[src/rtl/dma_stream_realign.sv]
// -----------------------------------------------------------------------------
// dma_stream_realign
//   Byte realigner between the DMA AXI data path and a user stream. A transfer
//   of `length` bytes whose first byte sits at lane src_off of input word 0 is
//   re-emitted so that its first byte lands at lane dst_off of output word 0.
//   Unused output lanes are driven to zero and flagged off in out_strb; the
//   final beat carries out_last.
//
// Ports
//   clk, rst                 clock, asynchronous active-high reset
//   start                    sample src_off/dst_off/length when ready=1
//   src_off, dst_off         first-byte lane in input / output word 0
//   length                   transfer size in bytes (0 = no-op)
//   ready                    idle, start is accepted
//   in_data/in_valid/in_ready             input word stream
//   out_data/out_strb/out_valid/out_last/out_ready   realigned output stream
// -----------------------------------------------------------------------------
module dma_stream_realign #(
    parameter  int DATA_W = 32,
    parameter  int LEN_W  = 16,
    localparam int NB     = DATA_W / 8,
    localparam int OFF_W  = $clog2(DATA_W / 8)
) (
    input  logic              clk,
    input  logic              rst,
    input  logic              start,
    input  logic [OFF_W-1:0]  src_off,
    input  logic [OFF_W-1:0]  dst_off,
    input  logic [LEN_W-1:0]  length,
    output logic              ready,
    input  logic [DATA_W-1:0] in_data,
    input  logic              in_valid,
    output logic              in_ready,
    output logic [DATA_W-1:0] out_data,
    output logic [NB-1:0]     out_strb,
    output logic              out_valid,
    output logic              out_last,
    input  logic              out_ready
);
    localparam int CW = LEN_W + 1;
    localparam int PW = CW + OFF_W + 2;

    typedef enum logic [1:0] {IDLE, RUN, FLUSH} state_t;
    state_t state, state_nxt;

    logic [OFF_W-1:0]    src_q, dst_q;
    logic [LEN_W-1:0]    len_q;
    logic                lag_q;
    logic [CW-1:0]       in_words, out_words, in_cnt, out_cnt;
    logic [DATA_W-1:0]   residue;

    logic [CW:0]         in_sum, out_sum;
    logic [CW-1:0]       in_words_calc, out_words_calc;
    logic                can_load, need_out, in_fire, flush_load, load, out_fire, cfg_take;
    logic [OFF_W-1:0]    rot;
    logic [OFF_W:0]      shamt;
    logic [2*DATA_W-1:0] window, shifted;
    logic [NB-1:0]       strb_nxt;
    logic [DATA_W-1:0]   data_nxt;

    // Lane j of output word k carries stream byte k*NB+j-dst; it is live when
    // that index falls inside [0, length).
    function automatic logic lane_on(input logic [CW-1:0] k, input int j,
                                     input logic [OFF_W-1:0] d, input logic [LEN_W-1:0] n);
        logic signed [PW-1:0] pos, lim;
        pos = $signed({2'b00, k, {OFF_W{1'b0}}}) + PW'(j) - $signed(PW'(d));
        lim = $signed(PW'(n));
        return (pos >= 0) && (pos < lim);
    endfunction

    always_comb begin
        in_sum         = (CW+1)'(length) + (CW+1)'(src_off) + (CW+1)'(NB - 1);
        out_sum        = (CW+1)'(length) + (CW+1)'(dst_off) + (CW+1)'(NB - 1);
        in_words_calc  = CW'(in_sum >> OFF_W);
        out_words_calc = CW'(out_sum >> OFF_W);
    end

    // When dst_off < src_off, output word k straddles input words k and k+1,
    // so the first input word only primes the residue (lag of one word).
    // Otherwise output word k is built from input words k-1 (residue) and k.
    assign rot        = dst_q - src_q;
    assign shamt      = (OFF_W+1)'(NB) - {1'b0, rot};
    assign can_load   = !out_valid || out_ready;
    assign need_out   = (in_cnt >= CW'(lag_q)) && (out_cnt < out_words);
    assign ready      = (state == IDLE);
    assign in_ready   = (state == RUN) && (in_cnt < in_words) && (!need_out || can_load);
    assign in_fire    = in_valid && in_ready;
    assign flush_load = (state == FLUSH) && (out_cnt < out_words) && can_load;
    assign load       = (in_fire && need_out) || flush_load;
    assign out_fire   = out_valid && out_ready;
    assign cfg_take   = start && ready && (length != '0);

    // Window = {incoming word, previous word}; in FLUSH no new word exists.
    assign window  = {((state == FLUSH) ? {DATA_W{1'b0}} : in_data), residue};
    assign shifted = window >> {shamt, 3'b000};

    always_comb begin
        strb_nxt = '0;
        data_nxt = '0;
        for (int j = 0; j < NB; j++) begin
            strb_nxt[j]        = lane_on(out_cnt, j, dst_q, len_q);
            data_nxt[8*j +: 8] = strb_nxt[j] ? shifted[8*j +: 8] : 8'h00;
        end
    end

    always_comb begin
        state_nxt = state;
        case (state)
            IDLE:  if (cfg_take) state_nxt = RUN;
            RUN: begin
                if (out_fire && out_last)
                    state_nxt = IDLE;
                else if (in_fire && (in_cnt + CW'(1) == in_words) &&
                         ((out_cnt + CW'(load)) < out_words))
                    state_nxt = FLUSH;
            end
            FLUSH: if (out_fire && out_last) state_nxt = IDLE;
            default: state_nxt = IDLE;
        endcase
    end

    always_ff @(posedge clk or posedge rst) begin
        if (rst) begin
            state     <= IDLE;
            src_q     <= '0;
            dst_q     <= '0;
            len_q     <= '0;
            lag_q     <= 1'b0;
            in_words  <= '0;
            out_words <= '0;
            in_cnt    <= '0;
            out_cnt   <= '0;
            residue   <= '0;
            out_data  <= '0;
            out_strb  <= '0;
            out_valid <= 1'b0;
            out_last  <= 1'b0;
        end else begin
            state <= state_nxt;
            if (cfg_take) begin
                src_q     <= src_off;
                dst_q     <= dst_off;
                len_q     <= length;
                lag_q     <= (dst_off < src_off);
                in_words  <= in_words_calc;
                out_words <= out_words_calc;
                in_cnt    <= '0;
                out_cnt   <= '0;
                residue   <= '0;
            end
            if (in_fire) begin
                in_cnt  <= in_cnt + CW'(1);
                residue <= in_data;
            end
            // Output holding stage: reload may coincide with the sink draining it.
            if (load) begin
                out_data  <= data_nxt;
                out_strb  <= strb_nxt;
                out_valid <= 1'b1;
                out_last  <= (out_cnt + CW'(1) == out_words);
                out_cnt   <= out_cnt + CW'(1);
            end else if (out_fire) begin
                out_valid <= 1'b0;
                out_last  <= 1'b0;
            end
        end
    end
endmodule

[config.mk]
export PLATFORM = sky130hd
export DESIGN_NAME = dma_stream_realign
export DESIGN_NICKNAME = d
export VERILOG_FILES = /design/src/rtl/dma_stream_realign.sv
export SDC_FILE = /design/constraint.sdc
export NUM_CORES = 1
export LEC_CHECK = 0
export CAP_MARGIN = 15
export CORE_ASPECT_RATIO = 1.25
export CORE_MARGIN = 3
export CORE_UTILIZATION = 45
export CTS_BUF_LIST = sky130_fd_sc_hd__clkbuf_16
export DETAILED_ROUTE_END_ITERATION = 6
export HOLD_SLACK_MARGIN = 0.15
export SLEW_MARGIN = 10
export SYNTH_ARGS = -nofsm -noshare
export SYNTH_HDL_FRONTEND = slang
export SYNTH_SLANG_ARGS = --single-unit
export TNS_END_PERCENT = 5
[constraint.sdc]
create_clock -name clk -period 16.24 [get_ports clk]
set_clock_uncertainty 0.15 [all_clocks]
set_input_delay 3.248 -clock clk [delete_from_list [all_inputs] [get_ports clk]]
set_output_delay 3.248 -clock clk [all_outputs]
set_load 0.01 [all_outputs]
=== Word-level counts from Yosys, hierarchy flattened ===
Cells that the tools add are included.

* Register bits after elaboration: 159
* Latch bits: 0
* Bits in writable memories: 0
* Bits in read-only memories: 0
* Memories kept: 0

* $add $sub $neg: 16
* $mul: 0
* Divide/modulo/power cells: 0
* Order comparisons: 13
* Equality and inequality tests: 7
* Shift operators: 1
* Muxes and demuxes: 18
* Bitwise gates (word level): 0
* Reductions and logical operators: 28

{| class="wikitable"
|+ Operator list
! cell !! count
|-
| two-way mux 32 bit || 3
|-
| >> shifter 64 x 6 -> 32 bit || 1
|-
| greater-or-equal comparator 21 x 1 -> 1 bit, second input constant || 3
|-
| less-than comparator 21 x 17 -> 1 bit || 3
|-
| subtractor 20 x 2 -> 21 bit || 3
|-
| less-than comparator 17 x 16 -> 1 bit || 3
|-
| two-way mux 17 bit || 3
|-
| adder 19 x 2 -> 20 bit, second input constant || 2
|-
| adder 17 x 2 -> 18 bit, second input constant || 2
|-
| adder 16 x 2 -> 17 bit || 2
|-
| adder 17 x 1 -> 17 bit, second input constant || 2
|-
| == test 17 x 16 -> 1 bit || 2
|-
| two-way mux 8 bit || 4
|-
| adder 19 x 1 -> 20 bit, second input constant || 1
|-
| greater-or-equal comparator 20 x 1 -> 1 bit, second input constant || 1
|-
| less-than comparator 20 x 17 -> 1 bit || 1
|-
| subtractor 19 x 2 -> 20 bit || 1
|-
| adder 17 x 1 -> 17 bit || 1
|-
| greater-or-equal comparator 17 x 1 -> 1 bit || 1
|-
| logical AND 1 bit || 17
|-
| nonzero test 16 bit || 1
|-
| two-way mux 2 bit || 4
|-
| one-hot mux 2 bit (3 select lines) || 1
|-
| nonzero test 2 bit || 3
|-
| 12 further kinds || 18
|}

=== Logic depth before layout (Yosys ltp) ===
* Word-level depth: 14
* Depth in mapped cells: 24

=== Worst setup path after synthesis ===
OpenSTA, ideal clock, no wires.

* Path kind: input to output
* From: input out_ready
* To: output in_ready
* Data arrival time: 3.919 ns
* Required time: 12.842 ns
* Setup slack: 8.923 ns
* Stages on the path: 4
* Path buffers: 0
* Cells stage by stage: nand2b_1 -> nor2_1 -> nor4b_1 -> nor3b_1

* Longest elaborated chain between the ends: 3

{| class="wikitable"
|+ Ends and longest elaborated chain
! what !! RTL line !! RTL
|-
| start: declaration || 38 || <nowiki>input logic out_ready</nowiki>
|-
| logical OR 1 bit || 83 || <nowiki>assign can_load = !out_valid || out_ready;</nowiki>
|-
| logical OR 1 bit || 86 || <nowiki>assign in_ready = (state == RUN) && (in_cnt < in_words) && (!need_out || can_load);</nowiki>
|-
| logical AND 1 bit || 86 ||
|-
| end: declaration || 33 || <nowiki>output logic in_ready,</nowiki>
|}

Every way passes these cells.

=== Final worst setup path ===
* From: input in_valid
* To: register state[0]

* Longest elaborated chain between the ends: 8
* Elaborated cells between the ends (all ways): 9

{| class="wikitable"
|+ Ends and longest elaborated chain
! what !! RTL line !! RTL
|-
| start: declaration || 32 || <nowiki>input logic in_valid,</nowiki>
|-
| logical AND 1 bit || 87 || <nowiki>assign in_fire = in_valid && in_ready;</nowiki>
|-
| logical AND 1 bit || 89 || <nowiki>assign load = (in_fire && need_out) || flush_load;</nowiki>
|-
| logical OR 1 bit || 89 ||
|-
| named net load || 54 || <nowiki>logic can_load, need_out, in_fire, flush_load, load, out_fire, cfg_take;</nowiki>
|-
| adder 17 x 1 -> 17 bit || 114 || <nowiki>((out_cnt + CW'(load)) < out_words))</nowiki>
|-
| less-than comparator 17 x 16 -> 1 bit || 114 ||
|-
| logical AND 1 bit || 113 || <nowiki>else if (in_fire && (in_cnt + CW'(1) == in_words) &&</nowiki>
|-
| != test 3 x 1 -> 1 bit (no source line) || - ||
|-
| AND reduction 3 bit (no source line) || - ||
|-
| end signal: assignment || 139 || <nowiki>state <= state_nxt;</nowiki>
|-
| end: declaration || 44 || <nowiki>state_t state, state_nxt;</nowiki>
|}

The timed path passes the listed nets, and every way through them passes these cells.
A chain may end at the register's enable or synchronous reset.

==> results.md <==
- Clock insertion delay at the later pin of the skew report: 430 ps
- Data required time at the worst endpoint: 16420 ps
- Adder-cell share of the synthesized area: 15.1%
- Vertical extent of the die: 205 µm
- Kind of start point of the critical path: input pin
- Commonest cells after routing, fill and taps aside: 224 x nand2_1, 167 x ha_1, 157 x dfrtp_1
- Placed cell areas: 15400 µm²
- Drt total wl: 44700 µm
- Area fraction in and, or, nand and nor cells after synthesis: 18.1%
- Clk pin slew, worst setup/hold paths: 60 ps
- Total of hold buffers inserted after clock tree synthesis: 0
- Non-filler cells, final: 2163
- Total clock sinks: 157
- Overall die area: 33800 µm²
- Multi-input gate area: 9540 µm²
- Post-Syn Area: 14200 µm²
- Category of the worst setup path capture point: register
- Family of cells with the greatest summed delay on the critical path: simple AND/OR/NAND/NOR gates
- Setup repair after global routing missed its margin: no
- Post-synthesis average cell area: 8.32 µm²
- Remaining max-slew budget at the tightest pin: 26.9%
- CTS tree: yes
- Antenna violations before repair: 0
- Final total power: 796 µW
- Combinational family with the most area after synthesis: compound AO/OA/AOI/OAI gates
- Setup bufs post-CTS: 0
- Final hold violation count: 0
- Number of synthesized flops with an enable pin: 0
- Number of gates resized after cts: 0
- Crit path arrival time: 8820 ps
- # DRC: 0
- First-pass GRT wire length: 69700 µm
- Largest net degree at the start of global routing: 94
- Total number of vias: 12700
- Critical Path Max Stage Delay: 670 ps
- Synth-to-Final Area Change: 12.2%
- H-tree depth reported by CTS: 4
- Final layout net count: 1971
- Count of input and output buffers: 96
- Share of the clock period used by the worst path: 53.2%
- Worst hold slack after final layout: 336 ps
- Most used DFF post-synth: dfrtp_1
- Core Rows: 72
- Vias per cell: 5.86
- Diodes inserted: 0
- Global Route Usage Sum: 26.5%
- Result of the run: complete, no violations
- Core footprint: 31100 µm²
- Worst IR drop on VDD: 0.0625 mV
- Main area contributors after synthesis: dfrtp_1 28%, ha_1 15%, xnor2_1 7.2%
- Core utilization of the finished layout: 51.3%
- Starting Density: 45.7%
- Leakage power summed over all cells: 6.58 nW
- Final std cell area, no fill: 16000 µm²
- Antenna Violating Nets Remaining: 0
- Mux cell area share after synthesis: 5.18%
- Largest driver fanout on the critical path: 37
- HPWL after detailed placement: 33600 µm
- Power per unit of standard cell area: 49.9 nW/µm²
- Vias in the first global route: 12400
- Num ports: 97
- Fraction of layout instances using a drive strength above 1: 5.07%
- Fraction of the yosys area taken by sequential cells: 27.6%
- Worst hold path class: reg -> reg
- Syn Inst Count: 1709
- Yosys top cell area share: 27.6%
- Fin worst setup slack: 7600 ps
- Setup-violating endpoint count in the final report: 0
- Cell with the most instances on the worst path: ha_1
- Async S/R FF share, synth: 100%
- Master of the slowest instance on the critical path: nand2_2
- Number of distinct standard cells referenced by the synthesized netlist: 70
- Nets in the synthesized netlist: 1936
- Max-capacitance violation count: 0
- Synthesis warning total: 0
- Peak clock frequency supported by timing: 116 MHz
- Worst path cell trace: clkdlybuf4s50_1, nand2_1, o31ai_4, nand2_2, inv_1, ha_1, ha_1, nand3_1, nor2_1, nand2_1, xnor2_1, ha_1, a2111oi_0, o2111ai_1, or4_1, nor4_1, nand4_1, a41o_1
- Buffer levels on the longest clock path: 2
- Worst setup path class: in -> reg
- Worst setup slack after placement: 7280 ps
- Total instance count after detailed placement: 2132
- Number of pins with negative max-slew slack in the final report: 0
- Number of iterations in the first detailed-routing pass: 5
- Sum of buffers and inverters on the critical path: 2
- Min Clock Period, post-route: 8640 ps
- Xor/xnor share of the synthesized area: 9.28%
- Detailed router's first-iteration violation count: 907
- Seq. cell area: 3930 µm²
- Number of fill cells in the layout: 3003
- Gr ovfl total: 0
- Detailed-route wire length per cell: 20.7 µm
- Chip width: 165 µm
- Number of clock buffers inserted by TritonCTS: 17
- Cell type contributing the most total cell area after synthesis: dfrtp_1
- Placer's final routability congestion estimate: 0.982
- Sum of negative setup slack: 0 ps
- Clock root cell: clkbuf_16
- Compound-gate portion of the synthesized area: 19.2%
- Number of synthesized register bits: 157
- Pin slew with the least headroom to its limit: 1070 ps
- Most common cell after layout, fill and taps aside: nand2_1
[state kept, by name, summed over array words and instances (netlist names)]
register and cells:
dst_q 2, in_cnt 17, in_words 15, lag_q 1, len_q 16, out_cnt 17
out_data 32, out_last 1, out_strb 4, out_valid 1, out_words 15, residue 32
src_q 2, state 2
[logic make-up after synthesis]
kind of cell	after synthesis
and+or+nand+nor	557
muxes	71
DFF	157
AOI/OAI and AO/OA	408
adders and majority gates	170
xor gates and xnor gates	149
buffers and inverters	197
[synthesized netlist by cell type, drive strengths merged (17+ instances only)]
cell type / count
xnor2: 117
nand2: 225
inv: 96
dfrtp: 157
o31ai: 37
ha: 168
mux2i: 50
clkbuf: 76
xor2: 31
buf: 22
nor2: 121
a211oi: 26
nand4: 28
nor3: 24
nor2b: 28
o21ai: 128
a21oi: 85
mux2: 21
o2bb2ai: 17
nand3: 54
[power by group]
group	internal [mW]	total, mW	switching (mW)
Combinational	0.0191	0.0468	0.0276
Sequential	0.391	0.391	0
Clock	0.191	0.358	0.167
[metal layers]
layer	share of wire [%]	track usage [%]
met1	44	34.8
met4	3.8	10.6
met3	4.7	3.18
met2	48	44.1
met5	0	0
[area by class of cell]
type / count / area share, %
tap: 407 / 3.19
clock buffer: 17 / 2.67
multi-input combinational: 1355 / 59.8
sequential: 157 / 24.6
clock inverter: 14 / 0.518
inverter: 99 / 2.36
timing repair buffer: 114 / 6.87
[final timing paths]
| path | from | end | slack (ps) | depth (start not counted) |
|---|---|---|---|---|
| max in group asynchronous | rst | out_words[11] | 11300 | 3 |
| min in group asynchronous | rst | out_strb[1] | 3220 | 2 |
| worst min-delay path | out_strb[3] | out_strb[3] | 340 | 1 |
| worst max-delay path | in_valid | state[0] | 7600 | 18 |
| worst max register to register | out_cnt[15] | state[0] | 9160 | 22 |
| worst min register to register | out_strb[3] | out_strb[3] | 340 | 1 |
(Power assumes the default switching activity.)
